[config.mk]
export PLATFORM = sky130hd
export DESIGN_NAME = mux_ctx_nto1
export DESIGN_NICKNAME = d
export VERILOG_FILES = /design/src/rtl/mux_ctx_nto1.sv
export SDC_FILE = /design/constraint.sdc
export NUM_CORES = 1
export LEC_CHECK = 0
export ABC_AREA = 1
export CORE_MARGIN = 2
export CORE_UTILIZATION = 43
export CTS_CLUSTER_DIAMETER = 80
export DETAILED_ROUTE_END_ITERATION = 7
export GPL_TIMING_DRIVEN = 0
export PLACE_DENSITY = 0.92
export REMOVE_ABC_BUFFERS = 1
export SLEW_MARGIN = 5
export SYNTH_ARGS = -nofsm -noshare
export SYNTH_HDL_FRONTEND = slang
export SYNTH_SLANG_ARGS = --single-unit
[constraint.sdc]
create_clock -name CGRA_Clock -period 4.5 [get_ports CGRA_Clock]
set_input_delay 1.35 -clock CGRA_Clock [delete_from_list [all_inputs] [get_ports CGRA_Clock]]
set_output_delay 1.35 -clock CGRA_Clock [all_outputs]
set_load 0.02 [all_outputs]
[src/rtl/mux_ctx_nto1.sv]
// mux_ctx_nto1
// Multi-context N-to-1 word multiplexer for the CGRA interconnect.
// Each context holds a select value and a registered/combinational flag in a
// serially loaded configuration chain; contexts are cycled at run time.
//
// Ports:
//   CGRA_Clock    - single clock
//   CGRA_Reset    - synchronous active-high reset (clears chain, context, oreg)
//   CGRA_Enable   - run-mode advance: steps the context and loads oreg
//   Config_Enable - shifts the configuration chain (wins over CGRA_Enable)
//   ConfigIn      - serial configuration input (enters at the chain MSB)
//   ConfigOut     - serial configuration output (chain bit 0)
//   in            - flattened data inputs, input i at in[i*size +: size]
//   out           - selected word (combinational or registered per context)
//   context_id    - current context index
module mux_ctx_nto1 #(
  parameter int size       = 32,
  parameter int num_inputs = 8,
  parameter int contexts   = 2,
  localparam int sel_width = ($clog2(num_inputs) > 1) ? $clog2(num_inputs) : 1,
  localparam int cw        = sel_width + 1,
  localparam int chain_len = contexts * cw,
  localparam int ctx_width = ($clog2(contexts) > 1) ? $clog2(contexts) : 1
) (
  input  logic                         CGRA_Clock,
  input  logic                         CGRA_Reset,
  input  logic                         CGRA_Enable,
  input  logic                         Config_Enable,
  input  logic                         ConfigIn,
  output logic                         ConfigOut,
  input  logic [num_inputs*size-1:0]   in,
  output logic [size-1:0]              out,
  output logic [ctx_width-1:0]         context_id
);

  logic [chain_len-1:0] chain_q, chain_d;
  logic [ctx_width-1:0] ctx_q, ctx_d;
  logic [size-1:0]      oreg_q, oreg_d;

  logic [cw-1:0]        cur_cfg_s;
  logic [sel_width-1:0] sel_s;
  logic                 reg_mode_s;
  logic [size-1:0]      mv_s;

  // Pick the active context's configuration field out of the chain.
  // An OR of masked slices avoids a variable part-select on the chain.
  always_comb begin
    cur_cfg_s = '0;
    for (int k = 0; k < contexts; k++) begin
      cur_cfg_s = cur_cfg_s |
                  ((ctx_q == ctx_width'(k)) ? chain_q[k*cw +: cw] : {cw{1'b0}});
    end
    sel_s      = cur_cfg_s[sel_width-1:0];
    reg_mode_s = cur_cfg_s[cw-1];
  end

  // Data mux: a select with no matching input leaves the word at zero,
  // so out-of-range selects produce 0 rather than X.
  always_comb begin
    mv_s = '0;
    for (int i = 0; i < num_inputs; i++) begin
      mv_s = mv_s |
             ((sel_s == sel_width'(i)) ? in[i*size +: size] : {size{1'b0}});
    end
  end

  // Next-state: configuration shift has priority and freezes run-mode state.
  always_comb begin
    chain_d = chain_q;
    ctx_d   = ctx_q;
    oreg_d  = oreg_q;
    if (Config_Enable) begin
      chain_d = {ConfigIn, chain_q[chain_len-1:1]};
    end else if (CGRA_Enable) begin
      // oreg captures the current context's selection before the switch,
      // so in registered mode the previous context feeds the pipeline stage.
      oreg_d = mv_s;
      if (ctx_q == ctx_width'(contexts - 1)) begin
        ctx_d = '0;
      end else begin
        ctx_d = ctx_q + ctx_width'(1);
      end
    end else begin
      oreg_d = oreg_q;
    end
  end

  // State registers with synchronous reset.
  always_ff @(posedge CGRA_Clock) begin
    if (CGRA_Reset) begin
      chain_q <= '0;
      ctx_q   <= '0;
      oreg_q  <= '0;
    end else begin
      chain_q <= chain_d;
      ctx_q   <= ctx_d;
      oreg_q  <= oreg_d;
    end
  end

  // Output select: combinational mux path or the pipeline register.
  always_comb begin
    if (reg_mode_s) begin
      out = oreg_q;
    end else begin
      out = mv_s;
    end
  end

  assign ConfigOut  = chain_q[0];
  assign context_id = ctx_q;

endmodule

==> impl_metrics.py <==
metrics = {
    "floorplan": {
        "dieArea_um2": 13300,
        "ios": 295,
        "start_util": 0.443,
        "die_x_um": 115,
        "rows": 40,
        "fp.coreArea_um2": 12100,
        "die-height_um": 115,
    },
    "drt": {
        "vias_per_cell": 5.66,
        "wl_per_cell_um": 16.7,
        "routed_wl_um": 21900,
        "drcViolationCount": 0,
        "drtIter0Drc": 594,
        "drt-pass1-iter-count": 6,
        "num_vias": 7436,
        "ant_nets": 0,
    },
    "clocking": {
        "cts.sinks": 41,
        "cts-root-buf": "clkbuf_16",
        "clk_latency_ps": 280,
        "cts_tree": "done",
        "h-tree-depth": 2,
        "path_clk_slew_ps": 60,
        "clk_path_buf_depth": 2,
        "cts_made_buffers": 5,
    },
    "flow_run": {
        "maxCapViolCount": 0,
    },
    "synth": {
        "syn_inst": 927,
        "synth_seq_cells": 41,
        "yosysWarnings": 0,
        "yosysUniqueCellTypes": 24,
        "ys_seq_area_frac": 0.154,
        "syn-cell-area_um2": 5340,
        "avgSynthCellArea_um2": 5.76,
    },
    "global_route": {
        "antenna_found_initial": 0,
        "grt_usage": 0.281,
        "grt_pass1_vias": 6319,
        "grt_pass1_wl_um": 30600,
        "grt_max_degree": 131,
        "grt.overflow.total": 0,
    },
    "critical_path": {
        "critPathKind": "input pin to output pin",
        "cp.required_ps": 3150,
        "r2r_setup_slack_ps": 2430,
        "crit_path_end_kind": "output pin",
        "path_max_fanout": 2,
        "start_kind": "input pin",
        "worstPathArrival_ps": 2960,
    },
    "final_layout": {
        "postLayoutCoreUtil": 0.677,
        "antenna_cells": 0,
        "drive_gt1_frac": 0.0689,
        "final_cell_mix": "301 x nand2_1, 293 x clkdlybuf4s50_1, 223 x nand4_1, 100 x nor2_1, 63 x nand3_1",
        "final_common_cell": "nand2_1",
        "final_nets": 1406,
        "syn2layout_area_growth_pct": 52.9,
    },
    "sta": {
        "worst_slew_pin_slew_ps": 829,
        "final.setup.tns_ps": 0,
        "finClkSkew_ps": 5.72,
        "setup_viol_count_final": 0,
        "fin_crit_ps": 4310,
        "slew_headroom": 0.448,
        "whs_ps": 489,
        "post-route-period-util": 0.957,
        "finalHoldViolations": 0,
        "drv_slew": 0,
        "timing.fmax_ghz": 0.232,
        "rsz0062_at_grt": "false",
    },
    "pwr": {
        "ir_worst_vdd_uv": 193,
        "p_leak_nw": 3.83,
        "power_mw": 1.66,
        "powerDensity_nw_per_um2": 203,
    },
    "worst_hold_path": {
        "hold_path_class": "flip-flop to flip-flop",
    },
    "place": {
        "gp_congestion": 0.810,
        "numPortBuffers": 294,
        "place_hpwl_um": 13300,
    },
    "run_status": {
        "run_status": "finished clean",
    },
}
[cell type report]
class                   count  area (um2)
clock buffers               6         129
flip-flops and latches     41         822
inverters                  41         181
well taps                 168         210
repair inverters            1        7.51
fillers                  1058        3890
clock inverters             2        10.0
multi-input cells         752        3750
repair buffers            303        3060
[where the power goes]
part | switching (mW) | leakage [nW] | internal [mW]
registers | 0.0152 | 0.338 | 0.389
clock network | 0.139 | 0.0706 | 0.204
logic | 0.488 | 3.42 | 0.423
[critical path, stage by stage]
cell             delay [ps]
clkdlybuf4s50_1         450
nand4_1                  90
nand2_1                 120
nor2_1                   80
nand2_1                  70
nand2_1                  50
nand2_1                  90
clkdlybuf4s50_1         650
[sequential cells by signal, indices dropped and copies added, names as in the netlist]
register,cells
oreg_q,32
context_id,1
chain_q,8
[cell usage after synthesis]
master | count | area share
clkbuf_1 | 8 | 0.0056
nand3_2 | 1 | 0.0019
inv_4 | 1 | 0.0012
nand4_2 | 1 | 0.0023
buf_4 | 11 | 0.015
nand2_1 | 303 | 0.21
buf_2 | 43 | 0.040
nor2_4 | 1 | 0.0021
a211oi_1 | 5 | 0.0070
buf_12 | 1 | 0.0037
inv_8 | 1 | 0.0021
buf_1 | 3 | 0.0021
buf_6 | 30 | 0.063
nand2_4 | 4 | 0.0084
nand2_2 | 6 | 0.0070
nand3_1 | 63 | 0.059
dfxtp_1 | 41 | 0.15
a21oi_1 | 4 | 0.0037
or2_2 | 2 | 0.0023
nor2_2 | 33 | 0.039
nand4_1 | 223 | 0.26
inv_1 | 39 | 0.027
buf_8 | 3 | 0.0084
nor2_1 | 100 | 0.070
[cell families (layout without fill, tap and decap cells)]
family,count (synthesis),count (layout),share of synthesized area
DFF,41,41,0.154
AOI/OAI and AO/OA,9,9,0.0108
and+or+nand+nor,737,743,0.666
buffers and inverters,140,353,0.170
[layer usage]
layer | share of wire | wire length (um) | track usage
met1 | 0.39 | 8470 | 0.350
met2 | 0.48 | 10600 | 0.499
met3 | 0.10 | 2280 | 0.0502
met4 | 0.027 | 602 | 0.0763
met5 | 0 | 0 | 0
[worst paths after layout]
| kind | startpoint | to | cells past startpoint |
|---|---|---|---|
| max | in[133] | out[5] | 8 |
| min | chain_q[7] | chain_q[7] | 2 |
| max reg2reg | context_id | oreg_q[5] | 9 |
| min reg2reg | chain_q[7] | chain_q[7] | 2 |
[stage by stage]
stage          setup slack (ps)  cells  instance area, um2
4_1_cts                    16.1   1310                8100
6_report                    192   1314                8170
5_1_grt                    41.2   1314                8170
2_1_floorplan               207    828                4600
3_3_place_gp              -1410   1290                7750
3_5_place_dp               -777   1294                7840
[what timing repair did]
item / in CTS / in global routing
hold buffers: 0 / 0
endpoints found under the setup margin: 32 / 32
buffers inserted: 5 / 0
pin swaps: 3 / 3
cloned: 3 / 4
resized for setup: 11 / 5
Note: power is estimated with default switching activity, not from simulation.
